File: config.mk
export PLATFORM = sky130hd
export DESIGN_NAME = sd_input_ctl
export DESIGN_NICKNAME = d
export VERILOG_FILES = /design/src/rtl/sd_input_ctl.sv
export SDC_FILE = /design/constraint.sdc
export NUM_CORES = 1
export LEC_CHECK = 0
export CAP_MARGIN = 20
export CELL_PAD_IN_SITES_DETAIL_PLACEMENT = 0
export CELL_PAD_IN_SITES_GLOBAL_PLACEMENT = 1
export CORE_MARGIN = 3
export CORE_UTILIZATION = 44
export DETAILED_ROUTE_END_ITERATION = 8
export GPL_TIMING_DRIVEN = 0
export PLACE_DENSITY_LB_ADDON = 0.15
export SYNTH_ARGS = -nofsm -noshare
export SYNTH_HDL_FRONTEND = slang
export SYNTH_SLANG_ARGS = --single-unit
export TNS_END_PERCENT = 50
File: constraint.sdc
create_clock -name SYSCLK -period 4.1 [get_ports SYSCLK]
set_clock_uncertainty 0.05 [all_clocks]
set_input_delay 0.82 -clock SYSCLK [delete_from_list [all_inputs] [get_ports SYSCLK]]
set_output_delay 0.82 -clock SYSCLK [all_outputs]
set_load 0.01 [all_outputs]
File: src/rtl/sd_input_ctl.sv
// Sigma-delta input front-end: synchronises DSDIN/SDCLK, recovers one modulator bit per
// modulator clock (clocked, Manchester or internal strobe) and flags clock/decode faults.
module sd_input_ctl #(
  parameter int CLKTO_W = 8
) (
  input  logic       SYSCLK,
  input  logic       SYSRST,
  input  logic       DSDIN,
  input  logic       SDCLK,
  input  logic [1:0] reg_inmode,
  input  logic [3:0] reg_clkdiv,
  input  logic       reg_filten,
  output logic       bit_data,
  output logic       bit_valid,
  output logic       clk_fault,
  output logic       man_err,
  output logic [1:0] dbg_state
);

  // Handshake: bit_valid is a one-cycle push strobe with no back-pressure; bit_data is
  // meaningful only in a cycle where bit_valid=1 and the consumer must take it then.

  typedef enum logic [1:0] {
    ST_HUNT  = 2'd0,
    ST_GUARD = 2'd1,
    ST_WAIT  = 2'd2
  } man_state_t;

  localparam logic [1:0] MODE_RISE   = 2'd0;
  localparam logic [1:0] MODE_FALL   = 2'd1;
  localparam logic [1:0] MODE_MANCH  = 2'd2;
  localparam logic [1:0] MODE_STROBE = 2'd3;

  logic               dsd_s1, dsd_s2, dsd_s3;
  logic               sdc_s1, sdc_s2, sdc_s3;
  logic [1:0]         mode_q;
  man_state_t         state, state_n;
  logic [5:0]         man_cnt, man_cnt_n;
  logic [3:0]         div_cnt, div_cnt_n;
  logic [CLKTO_W-1:0] to_cnt, to_cnt_n;
  logic               data_n, valid_n, err_n, fault_n;

  logic       idle;
  logic       sdc_rise, sdc_fall, dsd_edge, clk_edge;
  logic [5:0] n_half, n_x3, guard_len, tmo_len;

  assign sdc_rise = sdc_s2 & ~sdc_s3;
  assign sdc_fall = ~sdc_s2 & sdc_s3;
  assign dsd_edge = dsd_s2 ^ dsd_s3;
  assign clk_edge = (reg_inmode == MODE_RISE) ? sdc_rise : sdc_fall;

  // A freshly changed mode gets one quiet cycle so stale counters never leak across modes.
  assign idle = !reg_filten || (reg_inmode != mode_q);

  // Manchester timing: half-bit N, guard window (3N/2)-1, timeout 2N-1 after a mid-bit edge.
  assign n_half    = (reg_clkdiv == 4'd0) ? 6'd2 : ({2'b00, reg_clkdiv} + 6'd1);
  assign n_x3      = n_half + {n_half[4:0], 1'b0};
  assign guard_len = {1'b0, n_x3[5:1]} - 6'd1;
  assign tmo_len   = {n_half[4:0], 1'b0} - 6'd1;

  assign dbg_state = state;

  always_comb begin
    state_n   = state;
    man_cnt_n = man_cnt;
    div_cnt_n = div_cnt;
    to_cnt_n  = to_cnt;
    data_n    = bit_data;
    valid_n   = 1'b0;
    err_n     = 1'b0;
    if (idle) begin
      state_n   = ST_HUNT;
      man_cnt_n = '0;
      div_cnt_n = '0;
      to_cnt_n  = '0;
    end else begin
      if (reg_inmode != MODE_MANCH) begin
        state_n   = ST_HUNT;
        man_cnt_n = '0;
      end
      if (reg_inmode != MODE_STROBE) div_cnt_n = '0;
      if ((reg_inmode != MODE_RISE) && (reg_inmode != MODE_FALL)) to_cnt_n = '0;
      case (reg_inmode)
        MODE_RISE, MODE_FALL: begin
          if (clk_edge) begin
            valid_n = 1'b1;
            data_n  = dsd_s2;
          end
          if (sdc_rise || sdc_fall) to_cnt_n = '0;
          else if (!(&to_cnt)) to_cnt_n = to_cnt + {{(CLKTO_W-1){1'b0}}, 1'b1};
        end
        MODE_STROBE: begin
          // >= keeps the divider bounded if clkdiv is lowered mid-count.
          if (div_cnt >= reg_clkdiv) begin
            valid_n   = 1'b1;
            data_n    = dsd_s2;
            div_cnt_n = '0;
          end else begin
            div_cnt_n = div_cnt + 4'd1;
          end
        end
        default: begin
          case (state)
            ST_HUNT: begin
              man_cnt_n = '0;
              if (dsd_edge) begin
                valid_n = 1'b1;
                data_n  = dsd_s2;
                state_n = ST_GUARD;
              end
            end
            ST_GUARD: begin
              man_cnt_n = man_cnt + 6'd1;
              if (man_cnt == guard_len) state_n = ST_WAIT;
            end
            ST_WAIT: begin
              // A mid-bit edge landing on the timeout count is still a good bit.
              if (dsd_edge) begin
                valid_n   = 1'b1;
                data_n    = dsd_s2;
                man_cnt_n = '0;
                state_n   = ST_GUARD;
              end else if (man_cnt == tmo_len) begin
                err_n     = 1'b1;
                man_cnt_n = '0;
                state_n   = ST_HUNT;
              end else begin
                man_cnt_n = man_cnt + 6'd1;
              end
            end
            default: begin
              man_cnt_n = '0;
              state_n   = ST_HUNT;
            end
          endcase
        end
      endcase
    end
    fault_n = &to_cnt_n;
  end

  always_ff @(posedge SYSCLK) begin
    if (SYSRST) begin
      dsd_s1    <= 1'b0;
      dsd_s2    <= 1'b0;
      dsd_s3    <= 1'b0;
      sdc_s1    <= 1'b0;
      sdc_s2    <= 1'b0;
      sdc_s3    <= 1'b0;
      mode_q    <= 2'd0;
      state     <= ST_HUNT;
      man_cnt   <= '0;
      div_cnt   <= '0;
      to_cnt    <= '0;
      bit_data  <= 1'b0;
      bit_valid <= 1'b0;
      clk_fault <= 1'b0;
      man_err   <= 1'b0;
    end else begin
      dsd_s1    <= DSDIN;
      dsd_s2    <= dsd_s1;
      dsd_s3    <= dsd_s2;
      sdc_s1    <= SDCLK;
      sdc_s2    <= sdc_s1;
      sdc_s3    <= sdc_s2;
      mode_q    <= reg_inmode;
      state     <= state_n;
      man_cnt   <= man_cnt_n;
      div_cnt   <= div_cnt_n;
      to_cnt    <= to_cnt_n;
      bit_data  <= data_n;
      bit_valid <= valid_n;
      clk_fault <= fault_n;
      man_err   <= err_n;
    end
  end

endmodule
Yosys cells after proc, flatten, opt, wreduce, memory -nomap -nowiden

Index checks and enable logic that the tools add are counted.

Bits in registers: 32
Bits in latches: 0
Memory bits (writable): 0
ROM bits: 0
Output and inout bits: 6
Logic and storage cells: 95
Memories: 0

Add/sub/neg operators: 7
Multipliers: 0
Divide/modulo/power cells: 0
Order comparisons: 1
Equal/unequal tests: 13
Shifts and indexed selects: 0
Muxes and demuxes: 33
Bitwise operators: 7
Reduce and logical (&&, ||, !) cells: 19

Operators with widths:

| operator                                            | number |
|---|---|
| two-way mux 8 bit                                   | 5 |
| two-way mux 6 bit                                   | 4 |
| AND reduction 8 bit                                 | 2 |
| equality test 6 bit                                 | 2 |
| two-way mux 2 bit                                   | 6 |
| two-way mux 4 bit                                   | 3 |
| case mux 6 bit (2 select lines)                     | 1 |
| two-way mux 1 bit                                   | 10 |
| adder 8 x 1 -> 8 bit, second input constant         | 1 |
| inequality test 2 bit, second input constant        | 4 |
| OR reduction 7 bit                                  | 1 |
| adder 5 x 6 -> 6 bit                                | 1 |
| adder 6 x 1 -> 6 bit, second input constant         | 1 |
| case mux 2 bit (3 select lines)                     | 1 |
| nonzero test 3 bit                                  | 2 |
| OR reduction 2 bit                                  | 3 |
| subtractor 5 x 1 -> 6 bit, second input constant    | 1 |
| subtractor 6 x 1 -> 6 bit, second input constant    | 1 |
| adder 4 x 1 -> 5 bit, second input constant         | 1 |
| two-way mux 5 bit                                   | 1 |
| AND reduction 5 bit                                 | 1 |
| adder 4 x 1 -> 4 bit, second input constant         | 1 |
| equality test 2 x 1 -> 1 bit, second input constant | 2 |
| equality test 2 bit, second input constant          | 2 |
| other kinds (14)                                    | 23 |

Longest topological paths before layout

Word-level depth: 8
Depth in mapped cells: 15

Worst setup path after synthesis

OpenSTA, ideal clock, no wires.

Path kind: input to register
From: input port reg_clkdiv[0]
To: register state[1] (netlist: dbg_state[1])
Library setup time: 116 ps
Arrival: 3,246 ps
Required time: 3,934 ps
Setup slack: 689 ps
Cell stages on the path: 13
Path buffers: 0
Path through: inv_1 ha_1 nor3b_1 nor2_1 ha_1 ha_1 a2111o_1 a32oi_1 xnor2_1 a211oi_2 mux2i_1 nor3_1 a31o_1

Longest elaborated chain between the ends: 8
Elaborated cells between the ends (all ways): 13
Those cells by class: 4 x add/sub; 2 x eq/ne; 6 x mux; 1 x reduce/logical

Ends and longest elaborated chain:

| element                                                                  | line     | RTL |
|---|---|---|
| start: declaration                                                       | 11       | `input logic [3:0] reg_clkdiv,` |
| adder 4 x 1 -> 5 bit / zero test 4 bit (equally long branches)           | 56       | `assign n_half = (reg_clkdiv == 4'd0) ? 6'd2 : ({2'b00, reg_clkdiv} + 6'd1);` |
| two-way mux 5 bit *                                                      | 56       |  |
| adder 5 x 6 -> 6 bit / subtractor 6 x 1 -> 6 bit (equally long branches) | 57, 59   |  |
| subtractor 5 x 1 -> 6 bit / equality test 6 bit (equally long branches)  | 58, 123  |  |
| equality test 6 bit / two-way mux 2 bit (equally long branches)          | 114, 123 |  |
| two-way mux 2 bit (on tied branches)                                     | 114, 118 |  |
| case mux 2 bit (3 select lines) *                                        | 103      | `case (state)` |
| two-way mux 2 bit *                                                      | 83       | `case (reg_inmode)` |
| end signal: assignment                                                   | 167      | `state <= state_n;` |
| end: declaration                                                         | 37       | `man_state_t state, state_n;` |

Every way passes the cells marked *; elsewhere a longest branch is shown, timed or not.
A chain may end at the register's enable or synchronous reset.

Worst setup path after layout

Same ends and word-level chain as after synthesis.

==> flow_metrics.env <==
export IMPL_htree_levels=2
export IMPL_start_util_pct=46.1
export IMPL_grt_pass1_vias=1662
export IMPL_n_fill_cell=480
export IMPL_grt_overflow=0
export IMPL_finalInstanceArea_um2=2560
export IMPL_clock_path_buffers=2
export IMPL_yosys_top_cells_count="33 x nor2_1, 32 x dfxtp_1, 23 x ha_1, 23 x xnor2_1, 18 x inv_1"
export IMPL_antenna_found_initial=0
export IMPL_register_area_um2=641
export IMPL_maxCapViolations=0
export IMPL_gp_congestion=0.768
export IMPL_netlist_area_leader_share_pct=29.2
export IMPL_grt_total_usage_pct=15.2
export IMPL_num_rows=25
export IMPL_yosys_area_top_type="dfxtp_1"
export IMPL_relSlewSlack_pct=60.5
export IMPL_die_area_um2=5870
export IMPL_syn_num_nets=292
export IMPL_drive_above_1_share_pct=8.57
export IMPL_p_int_mw=0.608
export IMPL_arrival_ns=3.87
export IMPL_syn_cell_area_um2=2190
export IMPL_setup_violations=0
export IMPL_pwr_share_seq_pct=39.0
export IMPL_max_freq_mhz=267
export IMPL_post_cts_setup_buffer_count=0
export IMPL_nets=313
export IMPL_clock_sinks=32
export IMPL_rsz0062_at_grt="false"
export IMPL_post_dp_cell_area_um2=2420
export IMPL_p_switching_mw=0.204
export IMPL_die_h_um=76.6
export IMPL_root_buffer="clkbuf_8"
export IMPL_num_io_pins=17
export IMPL_finalHoldViolCount=0
export IMPL_cp_max_fo=9
export IMPL_cts_made_buffers=5
export IMPL_yosysSeqAreaShare_pct=29.2
export IMPL_multi_input_area_um2=1460
export IMPL_leakagePower_nw=1.05
export IMPL_slew_viol_final=0
export IMPL_ant_nets=0
export IMPL_synthCells=258
export IMPL_power_share_clock_pct=40.1
export IMPL_outcome="completed"
export IMPL_area_growth_pct=17.0
export IMPL_avgSynthCellArea_um2=8.50
export IMPL_synth_edf_count=0
export IMPL_synthFlopType="dfxtp_1"
export IMPL_path_class="in -> reg"
export IMPL_wl_per_cell_um=11.5
export IMPL_grt_max_degree=11
export IMPL_hold_buffers=0
export IMPL_synth_top_cells_by_area="dfxtp_1 29%, ha_1 13%, xnor2_1 9.2%"
export IMPL_diodes=0
export IMPL_drt_iter0_markers=32
export IMPL_yosys_cell_count_top_type="nor2_1"
export IMPL_yosysUniqueCellTypes=48
export IMPL_startpoint_type="input port"
export IMPL_cts_tree="done"
export IMPL_endpoint_kind="flop"
export IMPL_finalCritPeriodShare_pct=91.4
export IMPL_grt_pass1_wl_mm=7.33
export IMPL_clock_latency_ns=0.28
export IMPL_core_um2=4750
export IMPL_die_x_um=76.6
export IMPL_combPwrFrac_pct=20.9
export IMPL_synth_seq_cells=32
export IMPL_fin_util_pct=53.9
export IMPL_fin_crit_ns=3.75
export IMPL_drt_total_wl_mm=4.00
export IMPL_sw_frac_of_total_pct=25.1
export IMPL_place_hpwl_mm=3.20
export IMPL_io_buffer_count=14
export IMPL_vdd_drop_max_uv=226
export IMPL_async_flop_share_pct=0
export IMPL_crit_required_ns=4.22
export IMPL_yosys_warnings=0
export IMPL_first_pass_iters=4
export IMPL_num_vias=1721
export IMPL_drc=0
export IMPL_hold_path_class="reg -> reg"
export IMPL_p_per_area_nw_per_um2=317
export IMPL_vias_per_cell=4.96
export IMPL_clk_pin_slew_worst_paths_ns=0.06
export IMPL_worst_pin_slew_ns=0.589
==> per-layer routing <==
| metal | up-vias | part of all wire (%) | track usage [%] | wire length (um) |
|---|---|---|---|---|
| met5 | - | 0 | 0 | 0 |
| met4 | 0 | 1.4 | 4.89 | 57 |
| met3 | 6 | 2.5 | 4.02 | 102 |
| met2 | 18 | 48 | 25.3 | 1930 |
| met1 | 779 | 48 | 19.0 | 1920 |
| li1 | 918 | - | - | - |
==> path summary, 6_finish.rpt <==
path                                endpoint          start  cells past startpoint  slack [ns]
worst max-delay path            dbg_state[1]  reg_clkdiv[0]                     15        0.35
worst min-delay path                  sdc_s2         sdc_s1                      1        0.39
worst max register to register      bit_data     div_cnt[0]                     10        2.11
worst min register to register        sdc_s2         sdc_s1                      1        0.39
==> per-stage QoR <==
| stage | std cells | TNS (ns) | hold slack [ns] | total power [mW] | setup slack (ns) |
|---|---|---|---|---|---|
| after floorplan | 258 | 0 | 0.364 | 0.457 | 0.689 |
| after global placement | 339 | -0.676 | 0.367 | 0.493 | -0.379 |
| after detailed placement | 339 | -0.724 | 0.379 | 0.493 | -0.408 |
| after CTS | 347 | 0 | 0.395 | 0.822 | 0.0127 |
| after global routing | 347 | 0 | 0.415 | 0.856 | 0.0803 |
| final | 347 | 0 | 0.390 | 0.812 | 0.351 |
==> critical path, stage by stage <==
cell and delay (ns):
dlymetal6s2s_1 0.33, inv_1 0.12, ha_1 0.23, nand2b_1 0.14, a21o_4 0.18, inv_1 0.05, ha_1 0.29, ha_1 0.23
a2111o_1 0.29, a32oi_1 0.20, xnor2_1 0.15, a211oi_2 0.29, mux2i_1 0.26, nor3_1 0.07, a31o_1 0.23
==> cell usage in the layout, fill, tap and decap left out, types with 2 or more instances in the layout <==
cell type and count:
nand2b_1 6, a21o_1 3, and3_1 3, nor3_1 7, nor3b_1 3, nor2b_4 2, nand4_1 2, nand3_1 13
nor2_1 33, nor2b_1 9, a31oi_1 4, nand2_1 14, inv_1 18, a211oi_2 2, o31ai_1 3, a21oi_1 11
xor2_1 6, clkbuf_1 3, mux2i_1 6, xnor2_1 23, ha_1 22, dfxtp_1 32, and4_1 2, o21ai_0 4
dlymetal6s2s_1 2, a211o_1 2, clkbuf_8 7, clkdlybuf4s50_1 12
==> power by group through the flow <==
stage | Sequential (mW) | Clock [mW] | Combinational [mW]
after floorplan | 0.324 | 0 | 0.134
after global placement | 0.324 | 0 | 0.169
after detailed placement | 0.324 | 0 | 0.169
after CTS | 0.317 | 0.334 | 0.171
after global routing | 0.317 | 0.348 | 0.190
final | 0.317 | 0.325 | 0.170
==> logic make-up (layout without fill, tap and decap cells) <==
group                    after synthesis  in the layout  share of synthesized area, %
flip-flops                            32             32                          29.2
XOR/XNOR                              30             30                          12.6
multiplexers                           7              7                          3.25
adder cells (fa/ha/maj)               23             23                          13.1
buffers and inverters                 25             47                          4.79
AO/OA/AOI/OAI                         40             40                          13.2
AND/OR/NAND/NOR                      101            101                          23.8
==> registers in the layout, indices dropped and copies added, names as in the netlist, 2 cells and up <==
name,flops
div_cnt,4
to_cnt,8
dbg_state,2
man_cnt,6
mode_q,2
==> timing repair <==
action,4_1_cts,5_1_grt
endpoints found under the setup margin,2,2
resized for setup,2,3
gates cloned,0,0
==> final cells by class <==
type / count / share of cell area, %
Multi-Input combinational cell: 201 / 57.1
Sequential cell: 32 / 25.0
Timing Repair Buffer: 14 / 5.66
Clock buffer: 7 / 3.76
Tap cell: 67 / 3.27
Inverter: 20 / 3.02
Clock inverter: 1 / 1.17
Buffer: 5 / 1.07
Note: power is estimated with default switching activity, not from simulation.
